--- config.mk ---
export PLATFORM = sky130hd
export DESIGN_NAME = ddr_init_refresh
export DESIGN_NICKNAME = d
export VERILOG_FILES = /design/src/rtl/ddr_init_refresh.sv
export SDC_FILE = /design/constraint.sdc
export NUM_CORES = 1
export LEC_CHECK = 0
export ABC_AREA = 1
export CAP_MARGIN = 5
export CORE_ASPECT_RATIO = 0.7
export CORE_MARGIN = 2
export CORE_UTILIZATION = 63
export DETAILED_ROUTE_END_ITERATION = 12
export GPL_TIMING_DRIVEN = 0
export PLACE_DENSITY = 0.85
export SYNTH_ARGS = -nofsm -noshare
export SYNTH_HDL_FRONTEND = slang
export SYNTH_SLANG_ARGS = --single-unit
--- constraint.sdc ---
create_clock -name clock -period 5.1 [get_ports clock]
set_input_delay 1.02 -clock clock [delete_from_list [all_inputs] [get_ports clock]]
set_output_delay 1.02 -clock clock [all_outputs]
set_load 0.01 [all_outputs]
--- src/rtl/ddr_init_refresh.sv ---
// DDR SDRAM power-up initialisation sequencer and auto-refresh scheduler.
// Owns CKE and the command bus during init, and takes the bus for refresh through a req/ack handshake.
module ddr_init_refresh #(
   parameter int                A_BITS     = 14,
   parameter int                BA_BITS    = 2,
   parameter int                T_INIT     = 10000,
   parameter int                T_RP       = 2,
   parameter int                T_MRD      = 2,
   parameter int                T_RFC      = 5,
   parameter int                T_DLL      = 200,
   parameter int                T_REFI     = 390,
   parameter int                N_INIT_REF = 2,
   parameter int                MAX_DEBT   = 8,
   parameter logic [A_BITS-1:0] MR         = A_BITS'(14'h0021),
   parameter logic [A_BITS-1:0] EMR        = A_BITS'(14'h0000)
) (
   input  logic               clock,
   input  logic               rst,
   output logic               cke,
   output logic [3:0]         cmd,
   output logic [A_BITS-1:0]  addr,
   output logic [BA_BITS-1:0] ba,
   output logic               init_done,
   output logic               ref_req,
   input  logic               ref_ack,
   output logic               ref_busy,
   output logic               ref_overrun
);

   localparam int CW = $clog2(T_INIT + T_DLL + T_REFI + T_RFC + T_RP + T_MRD + 1);
   typedef logic [CW-1:0] cnt_t;

   localparam cnt_t INIT_LAST = cnt_t'(T_INIT - 1);
   localparam cnt_t RP_LAST   = cnt_t'(T_RP - 1);
   localparam cnt_t MRD_LAST  = cnt_t'(T_MRD - 1);
   localparam cnt_t RFC_LAST  = cnt_t'(T_RFC - 1);
   localparam cnt_t DLL_LAST  = cnt_t'(T_DLL - 1);
   localparam cnt_t REFI_LAST = cnt_t'(T_REFI - 1);
   localparam logic [3:0] IREF_LAST = 4'(N_INIT_REF - 1);
   localparam logic [3:0] DEBT_MAX  = 4'(MAX_DEBT);

   localparam logic [3:0] CMD_NOP = 4'b0111;
   localparam logic [3:0] CMD_PRE = 4'b0010;
   localparam logic [3:0] CMD_REF = 4'b0001;
   localparam logic [3:0] CMD_MRS = 4'b0000;

   localparam logic [A_BITS-1:0]  ADDR_ZERO = {A_BITS{1'b0}};
   localparam logic [A_BITS-1:0]  ADDR_PRE  = A_BITS'(32'h0000_0400);
   localparam logic [A_BITS-1:0]  MR_DLL    = MR | A_BITS'(32'h0000_0100);
   localparam logic [BA_BITS-1:0] BA_ZERO   = {BA_BITS{1'b0}};
   localparam logic [BA_BITS-1:0] BA_EMR    = BA_BITS'(2'b01);

   typedef enum logic [3:0] {
      S_PWR     = 4'd0,
      S_CKE     = 4'd1,
      S_PRE1    = 4'd2,
      S_EMRS    = 4'd3,
      S_MRS_DLL = 4'd4,
      S_PRE2    = 4'd5,
      S_IREF    = 4'd6,
      S_MRS     = 4'd7,
      S_DLLW    = 4'd8,
      S_IDLE    = 4'd9,
      S_RPRE    = 4'd10,
      S_RREF    = 4'd11
   } state_t;

   state_t     state_r;
   cnt_t       wait_cnt_r;
   cnt_t       dll_cnt_r;
   cnt_t       refi_cnt_r;
   logic [3:0] iref_cnt_r;
   logic [3:0] debt_r;

   logic       tick_s;
   logic       dec_s;
   logic [3:0] debt_next_s;

   // Refresh debt bookkeeping: a tick and a REF issued on the same edge cancel out.
   always_comb begin
      dec_s       = 1'b0;
      tick_s      = 1'b0;
      debt_next_s = debt_r;
      case (state_r)
         S_RPRE:  dec_s = (wait_cnt_r == RP_LAST);
         S_RREF:  dec_s = (wait_cnt_r == RFC_LAST) && (debt_r != 4'd0);
         default: dec_s = 1'b0;
      endcase
      tick_s = init_done && (refi_cnt_r == REFI_LAST);
      if (tick_s && !dec_s) begin
         if (debt_r == DEBT_MAX) begin
            debt_next_s = debt_r;
         end else begin
            debt_next_s = debt_r + 4'd1;
         end
      end else if (dec_s && !tick_s) begin
         debt_next_s = debt_r - 4'd1;
      end else begin
         debt_next_s = debt_r;
      end
   end

   // Init/refresh FSM with registered command bus, counters and status flags.
   always_ff @(posedge clock) begin
      if (rst) begin
         state_r     <= S_PWR;
         cke         <= 1'b0;
         cmd         <= CMD_NOP;
         addr        <= ADDR_ZERO;
         ba          <= BA_ZERO;
         init_done   <= 1'b0;
         ref_req     <= 1'b0;
         ref_busy    <= 1'b0;
         ref_overrun <= 1'b0;
         debt_r      <= 4'd0;
         refi_cnt_r  <= cnt_t'(0);
         wait_cnt_r  <= cnt_t'(0);
         dll_cnt_r   <= cnt_t'(0);
         iref_cnt_r  <= 4'd0;
      end else begin
         cmd     <= CMD_NOP;
         addr    <= ADDR_ZERO;
         ba      <= BA_ZERO;
         ref_req <= 1'b0;
         debt_r  <= debt_next_s;

         if (tick_s) begin
            refi_cnt_r <= cnt_t'(0);
         end else if (init_done) begin
            refi_cnt_r <= refi_cnt_r + cnt_t'(1);
         end
         if (tick_s && (debt_r == DEBT_MAX)) begin
            ref_overrun <= 1'b1;
         end
         // Counts from the DLL-reset MRS; saturation keeps the DLL wait check a simple compare.
         if (dll_cnt_r != DLL_LAST) begin
            dll_cnt_r <= dll_cnt_r + cnt_t'(1);
         end

         case (state_r)
            S_PWR: begin
               if (wait_cnt_r == INIT_LAST) begin
                  state_r    <= S_CKE;
                  cke        <= 1'b1;
                  wait_cnt_r <= cnt_t'(0);
               end else begin
                  wait_cnt_r <= wait_cnt_r + cnt_t'(1);
               end
            end
            S_CKE: begin
               state_r    <= S_PRE1;
               cmd        <= CMD_PRE;
               addr       <= ADDR_PRE;
               wait_cnt_r <= cnt_t'(0);
            end
            S_PRE1: begin
               if (wait_cnt_r == RP_LAST) begin
                  state_r    <= S_EMRS;
                  cmd        <= CMD_MRS;
                  ba         <= BA_EMR;
                  addr       <= EMR;
                  wait_cnt_r <= cnt_t'(0);
               end else begin
                  wait_cnt_r <= wait_cnt_r + cnt_t'(1);
               end
            end
            S_EMRS: begin
               if (wait_cnt_r == MRD_LAST) begin
                  state_r    <= S_MRS_DLL;
                  cmd        <= CMD_MRS;
                  addr       <= MR_DLL;
                  wait_cnt_r <= cnt_t'(0);
                  dll_cnt_r  <= cnt_t'(0);
               end else begin
                  wait_cnt_r <= wait_cnt_r + cnt_t'(1);
               end
            end
            S_MRS_DLL: begin
               if (wait_cnt_r == MRD_LAST) begin
                  state_r    <= S_PRE2;
                  cmd        <= CMD_PRE;
                  addr       <= ADDR_PRE;
                  wait_cnt_r <= cnt_t'(0);
               end else begin
                  wait_cnt_r <= wait_cnt_r + cnt_t'(1);
               end
            end
            S_PRE2: begin
               if (wait_cnt_r == RP_LAST) begin
                  state_r    <= S_IREF;
                  cmd        <= CMD_REF;
                  iref_cnt_r <= 4'd0;
                  wait_cnt_r <= cnt_t'(0);
               end else begin
                  wait_cnt_r <= wait_cnt_r + cnt_t'(1);
               end
            end
            S_IREF: begin
               if (wait_cnt_r == RFC_LAST) begin
                  wait_cnt_r <= cnt_t'(0);
                  if (iref_cnt_r == IREF_LAST) begin
                     state_r <= S_MRS;
                     cmd     <= CMD_MRS;
                     addr    <= MR;
                  end else begin
                     iref_cnt_r <= iref_cnt_r + 4'd1;
                     cmd        <= CMD_REF;
                  end
               end else begin
                  wait_cnt_r <= wait_cnt_r + cnt_t'(1);
               end
            end
            S_MRS: begin
               if (wait_cnt_r == MRD_LAST) begin
                  state_r    <= S_DLLW;
                  wait_cnt_r <= cnt_t'(0);
               end else begin
                  wait_cnt_r <= wait_cnt_r + cnt_t'(1);
               end
            end
            S_DLLW: begin
               if (dll_cnt_r == DLL_LAST) begin
                  state_r   <= S_IDLE;
                  init_done <= 1'b1;
                  ref_req   <= (debt_next_s != 4'd0);
               end else begin
                  state_r <= S_DLLW;
               end
            end
            S_IDLE: begin
               if (ref_req && ref_ack) begin
                  state_r    <= S_RPRE;
                  ref_busy   <= 1'b1;
                  cmd        <= CMD_PRE;
                  addr       <= ADDR_PRE;
                  wait_cnt_r <= cnt_t'(0);
               end else begin
                  ref_req <= (debt_next_s != 4'd0);
               end
            end
            S_RPRE: begin
               if (wait_cnt_r == RP_LAST) begin
                  state_r    <= S_RREF;
                  cmd        <= CMD_REF;
                  wait_cnt_r <= cnt_t'(0);
               end else begin
                  wait_cnt_r <= wait_cnt_r + cnt_t'(1);
               end
            end
            S_RREF: begin
               if (wait_cnt_r == RFC_LAST) begin
                  wait_cnt_r <= cnt_t'(0);
                  // Banks are still closed, so back-to-back refreshes skip the PRE.
                  if (debt_r != 4'd0) begin
                     cmd <= CMD_REF;
                  end else begin
                     state_r  <= S_IDLE;
                     ref_busy <= 1'b0;
                     ref_req  <= (debt_next_s != 4'd0);
                  end
               end else begin
                  wait_cnt_r <= wait_cnt_r + cnt_t'(1);
               end
            end
            default: begin
               state_r    <= S_PWR;
               cke        <= 1'b0;
               init_done  <= 1'b0;
               ref_busy   <= 1'b0;
               wait_cnt_r <= cnt_t'(0);
            end
         endcase
      end
   end

endmodule

==> flow_summary.json, run 1 <==
{
  "fill_cells": 451,
  "vias": 3303,
  "layout_commonest_cell": "nor2_1",
  "dp.final_hpwl_mm": 5.96,
  "htreeDepth": 3,
  "grt_max_degree": 11,
  "required_ns": 4.08,
  "yosys_warnings": 0,
  "rows": 23,
  "crit_buf_inv": 1,
  "ys_types": 43,
  "tns_ns": 0,
  "rsz0062_at_grt": "no",
  "clkSinkCount": 66,
  "powerDensity_nw_per_um2": 242,
  "min_path_type": "flip-flop to flip-flop",
  "numCtsBuffers": 9,
  "cts_tree": "yes",
  "gp_congestion": 0.987,
  "clk_latency_ns": 0.35,
  "cp_top_family": "buffers and inverters",
  "final_layout_size_suffix_gt1_share_pct": 13.5,
  "synthToLayoutAreaGrowth_pct": 12.6,
  "placed_area_sq_um": 3930,
  "synth_seq_area_share_pct": 36.1,
  "synth-seq-cells": 66,
  "relSlewSlack_pct": 56.0,
  "post_cts_buffers": 0,
  "drt-wirelength-per-cell_um": 12.7,
  "ir_drop_mv": 0.149,
  "drcViolationCount": 0,
  "initial_core_util_pct": 64.5,
  "wirelength_mm": 7.92,
  "viasPerCell": 5.28,
  "p_total_mw": 0.998,
  "hold_viol_final": 0,
  "holdBufCountCts": 0,
  "final_cell_mix": "nor2_1 (84), nand2_1 (71), dfxtp_1 (66)",
  "first_iter_violations": 316,
  "max_stage_delay_ns": 0.60,
  "finalCritPeriodShare_pct": 48.3,
  "finalSetupViolations": 0,
  "grt_pass1_vias": 2925,
  "root_buffer": "clkbuf_8",
  "nNetsFinal": 559,
  "postSynthCellCount": 510,
  "die_y_um": 67.8,
  "cts_resized": 0,
  "crit_type": "flip-flop to primary output",
  "track_usage_pct": 27.0,
  "antenna_found_initial": 0,
  "fmax_mhz": 406,
  "worst_pin_slew_ns": 0.653,
  "startpoint_type": "flip-flop",
  "clockBufferDepth": 2,
  "fin_crit_ns": 2.47,
  "synth_area_sq_um": 3660,
  "synth_top_cell_by_area": "dfxtp_1",
  "grt_overflow": 0,
  "ant_nets": 0,
  "yosys.area.top_type_share_pct": 36.1,
  "cap_violations": 0,
  "antenna_cells": 0,
  "synthTopCellsByArea": "dfxtp_1 (36%), nor2_1 (8.6%), nand2_1 (7.3%), inv_1 (6.5%), xor2_1 (4.8%)",
  "firstDrtPassIters": 5,
  "numPortBuffers": 14,
  "io_pins": 28,
  "worstSetupEndpointType": "primary output",
  "p_leak_nw": 1.68,
  "status": "finished clean",
  "finClkSkew_ns": 0.00732,
  "finalMaxSlewViolations": 0,
  "dpl_worst_slack_ns": 2.48,
  "grt_pass1_wl_mm": 13.3,
  "critPathMaxFanout": 8,
  "worstPathArrival_ns": 1.45,
  "fp.dieW_um": 95.1,
  "syn_avg_cell_area_sq_um": 7.17,
  "core-area_sq_um": 5670,
  "fin_area_sq_um": 4120,
  "cpMaxStageDelayCell": "clkdlybuf4s50_1",
  "setup_ws_ns": 2.63,
  "clk_pin_slew_ns": 0.07,
  "dieArea_sq_um": 6440,
  "cp_cell_sequence": "clkdlybuf4s50_1"
}
through the flow:
step	instances	util (%)	hold WS, ns
after detailed placement	610	69.4	0.474
final	625	72.7	0.482
after floorplan	521	-	0.445
after global placement	610	69.4	0.453
after global routing	625	72.7	0.513
after CTS	625	72.7	0.485
cell usage after synthesis, drive strengths merged:
library cell / count
or2: 2
nor2: 97
a211oi: 1
o22ai: 1
ha: 10
a22oi: 1
nand2: 82
nor3: 22
nor3b: 4
dfxtp: 66
inv: 72
o31ai: 1
buf: 17
clkbuf: 3
o21ai: 21
or3: 1
o211ai: 2
a21oi: 20
xor2: 20
o21a: 2
xnor2: 7
o21bai: 1
nand3: 33
nand4: 14
conb: 1
a31oi: 3
nor4: 6
area by class of cell:
class / instances / area (sq um) / area share (%)
multi-input combinational: 363 / 1970 / 47.9
timing repair buffer: 14 / 140 / 3.40
buffer: 20 / 134 / 3.25
inverter: 72 / 270 / 6.56
clock buffer: 12 / 145 / 3.52
sequential: 66 / 1320 / 32.1
clock inverter: 3 / 40.0 / 0.972
tap: 75 / 93.8 / 2.28
worst register-to-register path, delay by kind of cell, from the launching register on:
| kind | cells | cell delay, ns |
|---|---|---|
| adders and majority gates | 1 | 0.15 |
| DFF | 1 | 0.31 |
| buffers and inverters | 3 | 0.33 |
| and+or+nand+nor | 9 | 1.12 |
cells by family after synthesis:
family	after synthesis	share of synthesized area [%]
adders and majority gates	10	3.42
xor gates and xnor gates	27	6.46
other	1	0.103
and+or+nand+nor	261	34.6
DFF	66	36.1
buffers and inverters	92	11.0
AOI/OAI and AO/OA	53	8.24
registers in the layout, indices dropped and copies added, names as in the netlist:
name         cells
addr             3
ba               1
cke              1
cmd              3
debt_r           4
dll_cnt_r       14
init_done        1
iref_cnt_r       4
ref_busy         1
ref_overrun      1
ref_req          1
refi_cnt_r      14
state_r          4
wait_cnt_r      14
power breakdown:
group | switching [mW] | total, mW | internal (mW)
Combinational | 0.0291 | 0.0457 | 0.0166
Sequential | 0.00315 | 0.522 | 0.519
Clock | 0.195 | 0.430 | 0.235
Total | 0.227 | 0.998 | 0.771
per-layer routing:
metal,GRT usage (%),wire [um],vias to the layer above
met2,38.1,3170,136
li1,-,-,1690
met3,10.5,759,20
met5,0,0,-
met4,8.33,122,0
met1,37.8,3870,1457
worst paths after layout:
| path | endpoint | start | slack (ns) | cells past startpoint |
|---|---|---|---|---|
| setup / recovery | init_done | init_done | 2.63 | 1 |
| hold reg to reg | refi_cnt_r[13] | refi_cnt_r[13] | 0.48 | 2 |
| hold / removal | refi_cnt_r[13] | refi_cnt_r[13] | 0.48 | 2 |
| setup reg to reg | ref_req | refi_cnt_r[1] | 3.09 | 13 |
No activity file was read; power rests on OpenSTA's default activity.
==> run 2: changes to the inputs <==
--- a/config.mk
+++ b/config.mk
@@ -9,10 +9,10 @@
 export CAP_MARGIN = 5
 export CORE_ASPECT_RATIO = 0.7
 export CORE_MARGIN = 2
-export CORE_UTILIZATION = 63
+export CORE_UTILIZATION = 58
 export DETAILED_ROUTE_END_ITERATION = 12
 export GPL_TIMING_DRIVEN = 0
-export PLACE_DENSITY = 0.85
+export PLACE_DENSITY = 0.79
 export SYNTH_ARGS = -nofsm -noshare
 export SYNTH_HDL_FRONTEND = slang
 export SYNTH_SLANG_ARGS = --single-unit
==> constraint.sdc (replaced) <==
create_clock -name clock -period 2.4 [get_ports clock]
set_input_delay 0.48 -clock clock [delete_from_list [all_inputs] [get_ports clock]]
set_output_delay 0.48 -clock clock [all_outputs]
set_load 0.01 [all_outputs]
==> flow_summary.json, run 2 (same netlist as run 1, synthesis figures left out) <==
{
  "grt.busiest_layer": "met1",
  "clk_latency_ns": 0.36,
  "dp.final_hpwl_mm": 6.01,
  "die_y_um": 70.5,
  "cap_violations": 0,
  "hold_viol_final": 0,
  "finalSetupViolations": 0,
  "finalMaxSlewViolations": 0,
  "rows": 24,
  "worstPathArrival_ns": 2.23,
  "numPortBuffers": 14,
  "use_met2_pct": 32.8,
  "startpoint_type": "flip-flop",
  "final_cell_mix": "nor2_1 (84), nand2_1 (71), dfxtp_1 (66)",
  "dieArea_sq_um": 6970,
  "first_iter_violations": 212,
  "cts_resized": 0,
  "firstDrtPassIters": 6,
  "tns_ns": 0,
  "worstSetupEndpointType": "flip-flop",
  "fill_cells": 521,
  "status": "finished clean",
  "holdBufCountCts": 0,
  "use_met3_pct": 9.91,
  "fp.dieW_um": 98.9,
  "largestRegisters": "dll_cnt_r: 14 flops, refi_cnt_r: 14 flops, wait_cnt_r: 14 flops",
  "relSlewSlack_pct": 60.9,
  "gp_congestion": 0.937,
  "nNetsFinal": 559,
  "fin_crit_ns": 1.98,
  "htreeDepth": 3,
  "antenna_cells": 0,
  "post_cts_buffers": 0,
  "initial_core_util_pct": 59.4,
  "min_path_type": "flip-flop to flip-flop",
  "ant_nets": 0,
  "root_buffer": "clkbuf_8",
  "vias": 3247,
  "clk_pin_slew_ns": 0.08,
  "p_total_mw": 2.12,
  "grt_overflow": 0,
  "layout_commonest_cell": "nor2_1",
  "antenna_found_initial": 0,
  "grt_pass1_wl_mm": 13.4,
  "viasPerCell": 5.16,
  "crit_type": "flip-flop to flip-flop",
  "grt_pass1_vias": 2858,
  "fmax_mhz": 505,
  "io_pins": 28,
  "core-area_sq_um": 6160,
  "clkSinkCount": 66,
  "ir_drop_mv": 0.258,
  "multi_input_area_sq_um": 1970,
  "final_layout_size_suffix_gt1_share_pct": 14.0,
  "required_ns": 2.65,
  "synthToLayoutAreaGrowth_pct": 12.9,
  "drcViolationCount": 0,
  "regArea_sq_um": 1320,
  "worst_pin_slew_ns": 0.581,
  "p_leak_nw": 1.67,
  "clockBufferDepth": 2,
  "wirelength_mm": 7.78,
  "numCtsBuffers": 9,
  "drt-wirelength-per-cell_um": 12.4,
  "critPathMaxFanout": 10,
  "rsz0062_at_grt": "no",
  "track_usage_pct": 24.0,
  "powerDensity_nw_per_um2": 514,
  "place_inst": 613,
  "fin_cells": 629,
  "finalCritPeriodShare_pct": 82.5,
  "finClkSkew_ns": 0.0146,
  "grt_max_degree": 13,
  "cts_tree": "yes",
  "use_met1_pct": 35.2
}
==> run 2: changes by cell type in the layout (fill, tap and decap cells not counted) <==
| cell | previous run | this run |
|---|---|---|
| clkbuf_1 | 5 | 3 |
| clkbuf_8 | 10 | 9 |
| clkinvlp_4 | 0 | 4 |
==> run 2: final timing paths <==
kind | from | end | slack (ns) | cells past startpoint
worst max-delay path | wait_cnt_r[0] | wait_cnt_r[12] | 0.42 | 10
worst min-delay path | refi_cnt_r[13] | refi_cnt_r[13] | 0.47 | 2
worst max register to register | wait_cnt_r[0] | wait_cnt_r[12] | 0.42 | 10
worst min register to register | refi_cnt_r[13] | refi_cnt_r[13] | 0.47 | 2
==> run 2: through the flow <==
stage / area [sq um] / hold WS [ns] / setup WS (ns) / utilization (%)
after global placement: 3940 / 0.453 / 0.340 / 64.0
after global routing: 4130 / 0.516 / 0.217 / 67.1
after detailed placement: 3940 / 0.458 / 0.337 / 64.0
after CTS: 4130 / 0.470 / 0.468 / 67.1
after floorplan: 3700 / 0.445 / 0.739 / -
final: 4130 / 0.470 / 0.420 / 67.1
==> run 2: final cells by class <==
| class | instances | share of cell area [%] |
|---|---|---|
| Sequential cell | 66 | 32.0 |
| Timing Repair Buffer | 14 | 3.39 |
| Inverter | 72 | 6.54 |
| Tap cell | 78 | 2.36 |
| Clock buffer | 9 | 3.00 |
| Clock inverter | 7 | 1.70 |
| Multi-Input combinational cell | 363 | 47.8 |
| Buffer | 20 | 3.24 |
==> run 2: power by group <==
part           switching, mW  leakage, nW  internal [mW]
Clock                  0.442       0.0873          0.474
Sequential           0.00676        0.533           1.10
Combinational         0.0618         1.05         0.0351
Total                  0.511         1.67           1.61
==> run 2: worst max-delay path, cell delays in order (launching register included) <==
cell	delay [ns]
dfxtp_1	0.33
inv_1	0.12
ha_1	0.17
nand3_1	0.10
nor2_2	0.26
nand2_4	0.12
o21ai_0	0.20
nand2_1	0.13
o21ai_1	0.17
buf_4	0.21
nor2_1	0.06
==> run 2: metal layers <==
metal / share of wire, % / up-vias
li1: - / 1683
met1: 51 / 1464
met2: 40 / 90
met3: 7.9 / 10
met4: 1.2 / 0
met5: 0 / -
